File: src/rtl/xadc_drp_pkg.sv
// Shared types and constants for the XADC DRP read arbiter.
package xadc_drp_pkg;

  localparam int DRP_DATA_W = 16;
  localparam int DRP_ADDR_W = 7;

  localparam logic [DRP_ADDR_W-1:0] DRP_ADDR_TEMP   = 7'h00;
  localparam logic [DRP_ADDR_W-1:0] DRP_ADDR_VCCINT = 7'h01;
  localparam logic [DRP_ADDR_W-1:0] DRP_ADDR_AUX15  = 7'h1F;

  typedef enum logic [1:0] {
    IDLE  = 2'd0,
    ISSUE = 2'd1,
    WAIT  = 2'd2,
    RESP  = 2'd3
  } drp_state_e;

  // Next round-robin start index: the slot after idx, wrapping at n.
  function automatic int rr_wrap_inc(input int idx, input int n);
    return (idx >= n - 1) ? 0 : idx + 1;
  endfunction

endpackage

File: src/rtl/xadc_drp_arbiter_if.sv
// Requester and XADC DRP signal bundle; slave is the arbiter side, master the environment.
interface xadc_drp_arbiter_if
  import xadc_drp_pkg::*;
#(
  parameter int NUM_REQ = 4
);

  logic [NUM_REQ-1:0]                 req_valid;
  logic [NUM_REQ-1:0][DRP_ADDR_W-1:0] req_addr;
  logic [NUM_REQ-1:0]                 req_ready;
  logic [NUM_REQ-1:0]                 rsp_valid;
  logic [DRP_DATA_W-1:0]              rsp_data;
  logic                               rsp_err;

  logic                               drp_den;
  logic [DRP_ADDR_W-1:0]              drp_daddr;
  logic                               drp_dwe;
  logic [DRP_DATA_W-1:0]              drp_di;
  logic [DRP_DATA_W-1:0]              drp_do;
  logic                               drp_drdy;

  modport slave (
    input  req_valid, req_addr, drp_do, drp_drdy,
    output req_ready, rsp_valid, rsp_data, rsp_err,
           drp_den, drp_daddr, drp_dwe, drp_di
  );

  modport master (
    output req_valid, req_addr, drp_do, drp_drdy,
    input  req_ready, rsp_valid, rsp_data, rsp_err,
           drp_den, drp_daddr, drp_dwe, drp_di
  );

endinterface

File: src/rtl/xadc_drp_arbiter_rr_arbiter.sv
// Combinational round-robin selector: first active request at or after ptr_i, wrapping.
module rr_arbiter #(
  parameter int NUM_REQ = 4,
  parameter int IDX_W   = (NUM_REQ > 1) ? $clog2(NUM_REQ) : 1
) (
  input  logic [NUM_REQ-1:0] req_i,
  input  logic [IDX_W-1:0]   ptr_i,
  output logic [NUM_REQ-1:0] grant_o,
  output logic [IDX_W-1:0]   idx_o,
  output logic               any_o
);

  logic [IDX_W-1:0] cand;

  always_comb begin
    grant_o = '0;
    idx_o   = '0;
    any_o   = 1'b0;
    cand    = '0;
    for (int i = 0; i < NUM_REQ; i++) begin
      cand = IDX_W'((int'(ptr_i) + i) % NUM_REQ);
      if (!any_o && req_i[cand]) begin
        any_o         = 1'b1;
        idx_o         = cand;
        grant_o[cand] = 1'b1;
      end
    end
  end

endmodule

File: src/rtl/xadc_drp_arbiter.sv
// Round-robin arbiter sharing one XADC DRP read port among NUM_REQ requesters.
// Define XADC_DRP_TIMEOUT_EN to bound WAIT with an error response after TIMEOUT_CYCLES.
module xadc_drp_arbiter
  import xadc_drp_pkg::*;
#(
  parameter int NUM_REQ        = 4,
  parameter int TIMEOUT_CYCLES = 64
) (
  input  logic              clk,
  input  logic              reset,
  xadc_drp_arbiter_if.slave bus
);

  localparam int IDX_W = (NUM_REQ > 1) ? $clog2(NUM_REQ) : 1;

  if (NUM_REQ < 2 || NUM_REQ > 8 || TIMEOUT_CYCLES < 1) begin : g_bad_cfg
    $error("xadc_drp_arbiter: NUM_REQ must be 2..8 and TIMEOUT_CYCLES >= 1");
  end

  drp_state_e            state_q, state_d;
  logic [IDX_W-1:0]      ptr_q, ptr_d;
  logic [NUM_REQ-1:0]    winner_q, winner_d;
  logic [DRP_ADDR_W-1:0] addr_q, addr_d;
  logic [NUM_REQ-1:0]    ready_q, ready_d;
  logic                  den_q, den_d;
  logic [NUM_REQ-1:0]    rsp_valid_q, rsp_valid_d;
  logic [DRP_DATA_W-1:0] data_q, data_d;

  logic [NUM_REQ-1:0]    grant;
  logic [IDX_W-1:0]      grant_idx;
  logic                  grant_any;

  rr_arbiter #(
    .NUM_REQ (NUM_REQ),
    .IDX_W   (IDX_W)
  ) u_rr (
    .req_i   (bus.req_valid),
    .ptr_i   (ptr_q),
    .grant_o (grant),
    .idx_o   (grant_idx),
    .any_o   (grant_any)
  );

`ifdef XADC_DRP_TIMEOUT_EN
  localparam int CNT_W = $clog2(TIMEOUT_CYCLES + 1);

  logic [CNT_W-1:0] wait_cnt_q, wait_cnt_d;
  logic             timeout_hit;
  logic             err_q, err_d;

  assign timeout_hit = (wait_cnt_q == CNT_W'(TIMEOUT_CYCLES - 1));

  // Counts WAIT cycles; the count is cleared while the read is being issued.
  always_comb begin
    wait_cnt_d = wait_cnt_q;
    if (state_q == ISSUE) begin
      wait_cnt_d = '0;
    end else if (state_q == WAIT && !timeout_hit) begin
      wait_cnt_d = wait_cnt_q + CNT_W'(1);
    end
  end

  always_ff @(posedge clk) begin
    if (reset) begin
      wait_cnt_q <= '0;
      err_q      <= 1'b0;
    end else begin
      wait_cnt_q <= wait_cnt_d;
      err_q      <= err_d;
    end
  end

  assign bus.rsp_err = err_q;
`else
  assign bus.rsp_err = 1'b0;
`endif

  // All handshake outputs are registered, so each lands one cycle after the
  // state that produced it: ready in ISSUE, den in the first WAIT cycle, rsp_valid in RESP.
  always_comb begin
    state_d     = state_q;
    ptr_d       = ptr_q;
    winner_d    = winner_q;
    addr_d      = addr_q;
    ready_d     = '0;
    den_d       = 1'b0;
    rsp_valid_d = '0;
    data_d      = data_q;
`ifdef XADC_DRP_TIMEOUT_EN
    err_d       = err_q;
`endif
    unique case (state_q)
      IDLE: begin
        if (grant_any) begin
          ready_d  = grant;
          winner_d = grant;
          addr_d   = bus.req_addr[grant_idx];
          ptr_d    = IDX_W'(rr_wrap_inc(int'(grant_idx), NUM_REQ));
          state_d  = ISSUE;
        end
      end
      ISSUE: begin
        den_d   = 1'b1;
        state_d = WAIT;
      end
      WAIT: begin
        if (bus.drp_drdy) begin
          data_d      = bus.drp_do;
          rsp_valid_d = winner_q;
`ifdef XADC_DRP_TIMEOUT_EN
          err_d       = 1'b0;
`endif
          state_d     = RESP;
        end
`ifdef XADC_DRP_TIMEOUT_EN
        else if (timeout_hit) begin
          data_d      = '0;
          rsp_valid_d = winner_q;
          err_d       = 1'b1;
          state_d     = RESP;
        end
`endif
      end
      RESP: begin
        state_d = IDLE;
      end
      default: begin
        state_d = IDLE;
      end
    endcase
  end

  always_ff @(posedge clk) begin
    if (reset) begin
      state_q     <= IDLE;
      ptr_q       <= '0;
      winner_q    <= '0;
      addr_q      <= '0;
      ready_q     <= '0;
      den_q       <= 1'b0;
      rsp_valid_q <= '0;
      data_q      <= '0;
    end else begin
      state_q     <= state_d;
      ptr_q       <= ptr_d;
      winner_q    <= winner_d;
      addr_q      <= addr_d;
      ready_q     <= ready_d;
      den_q       <= den_d;
      rsp_valid_q <= rsp_valid_d;
      data_q      <= data_d;
    end
  end

  assign bus.req_ready = ready_q;
  assign bus.rsp_valid = rsp_valid_q;
  assign bus.rsp_data  = data_q;
  assign bus.drp_den   = den_q;
  assign bus.drp_daddr = addr_q;
  assign bus.drp_dwe   = 1'b0;
  assign bus.drp_di    = '0;

endmodule

File: src/flat_wrapper.sv
// flat-port wrapper written by rule: the top's interface ports become plain ports
module xadc_drp_arbiter_flat import xadc_drp_pkg::*;
#(
  parameter int NUM_REQ        = 4,
  parameter int TIMEOUT_CYCLES = 64
)
  (clk, reset, bus_req_valid, bus_req_addr, bus_drp_do, bus_drp_drdy, bus_req_ready, bus_rsp_valid, bus_rsp_data, bus_rsp_err, bus_drp_den, bus_drp_daddr, bus_drp_dwe, bus_drp_di);
  xadc_drp_arbiter_if #(.NUM_REQ(NUM_REQ)) bus_i ();
  input  logic clk;
  input  logic reset;
  input wire logic [$bits(bus_i.req_valid)-1:0] bus_req_valid;
  input wire logic [$bits(bus_i.req_addr)-1:0] bus_req_addr;
  input wire logic [$bits(bus_i.drp_do)-1:0] bus_drp_do;
  input wire logic [$bits(bus_i.drp_drdy)-1:0] bus_drp_drdy;
  output wire logic [$bits(bus_i.req_ready)-1:0] bus_req_ready;
  output wire logic [$bits(bus_i.rsp_valid)-1:0] bus_rsp_valid;
  output wire logic [$bits(bus_i.rsp_data)-1:0] bus_rsp_data;
  output wire logic [$bits(bus_i.rsp_err)-1:0] bus_rsp_err;
  output wire logic [$bits(bus_i.drp_den)-1:0] bus_drp_den;
  output wire logic [$bits(bus_i.drp_daddr)-1:0] bus_drp_daddr;
  output wire logic [$bits(bus_i.drp_dwe)-1:0] bus_drp_dwe;
  output wire logic [$bits(bus_i.drp_di)-1:0] bus_drp_di;
  assign bus_i.req_valid = bus_req_valid;
  assign bus_i.req_addr = bus_req_addr;
  assign bus_i.drp_do = bus_drp_do;
  assign bus_i.drp_drdy = bus_drp_drdy;
  assign bus_req_ready = bus_i.req_ready;
  assign bus_rsp_valid = bus_i.rsp_valid;
  assign bus_rsp_data = bus_i.rsp_data;
  assign bus_rsp_err = bus_i.rsp_err;
  assign bus_drp_den = bus_i.drp_den;
  assign bus_drp_daddr = bus_i.drp_daddr;
  assign bus_drp_dwe = bus_i.drp_dwe;
  assign bus_drp_di = bus_i.drp_di;
  xadc_drp_arbiter #(.NUM_REQ(NUM_REQ), .TIMEOUT_CYCLES(TIMEOUT_CYCLES)) u_core (.clk(clk), .reset(reset), .bus(bus_i));
endmodule
File: config.mk
export PLATFORM = sky130hd
export DESIGN_NAME = xadc_drp_arbiter_flat
export DESIGN_NICKNAME = d
export VERILOG_FILES = /design/src/rtl/xadc_drp_pkg.sv /design/src/rtl/xadc_drp_arbiter_if.sv /design/src/rtl/xadc_drp_arbiter_rr_arbiter.sv /design/src/rtl/xadc_drp_arbiter.sv /design/src/flat_wrapper.sv
export SDC_FILE = /design/constraint.sdc
export NUM_CORES = 1
export LEC_CHECK = 0
export CAP_MARGIN = 10
export CELL_PAD_IN_SITES_DETAIL_PLACEMENT = 1
export CELL_PAD_IN_SITES_GLOBAL_PLACEMENT = 1
export CORE_MARGIN = 10
export CORE_UTILIZATION = 27
export CTS_CLUSTER_SIZE = 25
export DETAILED_ROUTE_END_ITERATION = 6
export PLACE_DENSITY_LB_ADDON = 0.2
export SLEW_MARGIN = 20
export SYNTH_ARGS = -nofsm -noshare
export SYNTH_HDL_FRONTEND = slang
export SYNTH_SLANG_ARGS = --single-unit
File: constraint.sdc
create_clock -name clk -period 3.2 [get_ports clk]
set_input_delay 0.64 -clock clk [delete_from_list [all_inputs] [get_ports clk]]
set_output_delay 0.64 -clock clk [all_outputs]
set_load 0.02 [all_outputs]
==> reports/results.ini <==
[cells_and_area]
num-nets-final=421
syn2layout_area_growth_pct=45.0
fin_cells=465
antenna_cells=0
nFillCells=998
final_layout_size_suffix_gt1_frac=0.117
final_area_um2=3310

[power_and_ir_drop]
p_per_area_nw_per_um2=754
p_total_w=0.00250
switchingPower_w=0.00102
swShare=0.409
comb_power_share=0.608
seqPwrFrac=0.268
p_int_w=0.00147
p_clk_frac=0.124
peakVddDrop_mv=0.246
p_leak_nw=1.24

[sta]
timing.final.crit_share=0.872
slew_viol_final=0
hold_viol_final=0
min_period_ns=2.79
slew_headroom=0.547
grt_setup_unrepaired=no
tightest_slew_ns=0.677
max_freq_mhz=358
finalSetupTns_ns=0
finalClockSkew_ns=0.000737
report.final.setup_viol=0
whs_ns=0.457

[synth]
synth_flop_cell=dfxtp_1
yosys-top-cells-count=dfxtp_1, nor2_1, nand2_1
syn_inst=269
ys.warnings.count=0
synth_edf_count=0
yosysMostFrequentCell=dfxtp_1
syn-cell-area_um2=2280
syn_area_per_cell_um2=8.49
ys_seq_area_frac=0.351
synth-seq-cells=40
async_reset_ff_frac=0
synth.top_cell.area_share=0.351
netlist_top_cells_area=dfxtp_1, buf_4, nor2_1
synth_cell_type_count=44
synth_largest_area_cell=dfxtp_1

[cts]
cts_tree=done
clock_path_buffers=2
cts_max_level=2
cts.sinks=40
cts_inserted_buffers=5
cts_root_buf=clkbuf_8
clk_pin_slew_worst_paths_ns=0.07
ctsResizeCount=0
clock_latency_ns=0.28
cts-hold-fix-buffers=0
post_cts_buffers=0

[worst_setup_path]
cp.required_ns=3.37
worstPathMaxFanout=9
arrival_ns=2.96
critPathKind=input port to register
end_kind=register
start_kind=input port

[global_routing]
globalRouteTotalUtil=0.109
antenna_found_initial=0
grt_pass1_wl_mm=11.6
overflow=0
grt_max_degree=31
grt_pass1_vias=2304

[detailed_routing]
vias=2199
ant_nets=0
avgRoutedWirePerCell_um=15.3
drt_pass1_iterations=4
routed_wirelength_mm=7.12
drc_errors=0
drt-initial-drc-count=44
vias_per_cell=4.73

[outcome]
outcome=finished clean

[floorplanning]
die_h_um=112
initial_core_util=0.278
dieArea_um2=12500
rows=33
dieWidth_um=112
fp.coreArea_um2=8220
pin_count=101

[run]
cap_viol_max_count=0

[hold_path]
hold_class=register to register

[placement]
placedInstanceArea_um2=3230
place.gp.congestion=0.805
dp_hpwl_mm=5.58
dp_cells=458
port_buffers=82

power by group through the flow:
| stage | Sequential [W] | Combinational [W] | Clock (W) |
|---|---|---|---|
| final | 0.000668 | 0.00152 | 0.000310 |
| after global routing | 0.000683 | 0.00168 | 0.000346 |
| after CTS | 0.000670 | 0.00154 | 0.000327 |
| after detailed placement | 0.000680 | 0.00153 | 0 |
| after floorplan | 0.000760 | 0.000941 | 0 |
| after global placement | 0.000680 | 0.00152 | 0 |
kinds of logic (layout without fill, tap and decap cells):
| logic type | Yosys count | in the layout | synth area share |
|---|---|---|---|
| AO/OA/AOI/OAI | 65 | 65 | 0.207 |
| adder cells (fa/ha/maj) | 10 | 10 | 0.0548 |
| buffers and inverters | 39 | 113 | 0.101 |
| flip-flops | 40 | 40 | 0.351 |
| multiplexers | 15 | 15 | 0.0827 |
| other | 1 | 18 | 0.00164 |
| AND/OR/NAND/NOR | 99 | 99 | 0.202 |
sequential cells by signal (all words and copies together), names as in the netlist:
name                  count
u_core.bus.rsp_data      16
u_core.bus.drp_daddr      7
u_core.bus.req_ready      4
u_core.bus.rsp_valid      4
u_core.winner_q           4
u_core.ptr_q              2
u_core.state_q            2
u_core.bus.drp_den        1
worst max-delay path: stages:
cell,delay (ns)
clkdlybuf4s50_1,0.51
mux4_2,0.54
nor2b_4,0.16
buf_4,0.15
nor2_1,0.45
a2111oi_0,0.21
a221o_1,0.31
placed cells by master (no fill, tap or decap), drive strengths merged, types with 6 or more instances in the layout:
| cell type | count |
|---|---|
| conb | 18 |
| o21ai | 11 |
| ha | 10 |
| nand2 | 34 |
| a221o | 7 |
| clkdlybuf4s50 | 82 |
| a2111oi | 7 |
| a21oi | 20 |
| clkbuf | 6 |
| mux2 | 8 |
| or3 | 7 |
| buf | 20 |
| dfxtp | 40 |
| nor2 | 36 |
through the flow:
stage                     setup slack [ns]   util
after floorplan                      0.112      -
after global placement               0.134  0.393
after detailed placement             0.108  0.393
after CTS                            0.421  0.403
after global routing                 0.208  0.403
final                                0.410  0.403
worst paths after layout:
path | startpoint | slack (ns) | depth (start not counted) | to
worst max register to register | u_core.ptr_q[0] | 0.60 | 7 | u_core.bus.drp_daddr[5]
worst min-delay path | u_core.bus.rsp_data[11] | 0.46 | 2 | u_core.bus.rsp_data[11]
worst min register to register | u_core.bus.rsp_data[11] | 0.46 | 2 | u_core.bus.rsp_data[11]
worst max-delay path | bus_req_valid[1] | 0.41 | 7 | u_core.bus.drp_daddr[5]
per-layer routing:
layer,up-vias,wire [µm],global-route usage,share of wire
met4,0,57,0.0254,0.0080
li1,1103,-,-,-
met3,5,429,0.0370,0.060
met1,1028,3330,0.134,0.47
met5,-,0,0,0
met2,63,3310,0.177,0.46
final cells by class:
type	instances	area [µm²]	share of cell area
multi-input cells	207	1320	0.397
flip-flops and latches	40	801	0.242
clock buffers	6	72.6	0.0219
well taps	105	131	0.0397
clock inverters	1	5.00	0.00151
inverters	4	15.0	0.00454
repair buffers	102	971	0.293
Power figures use the tool's default switching activity.
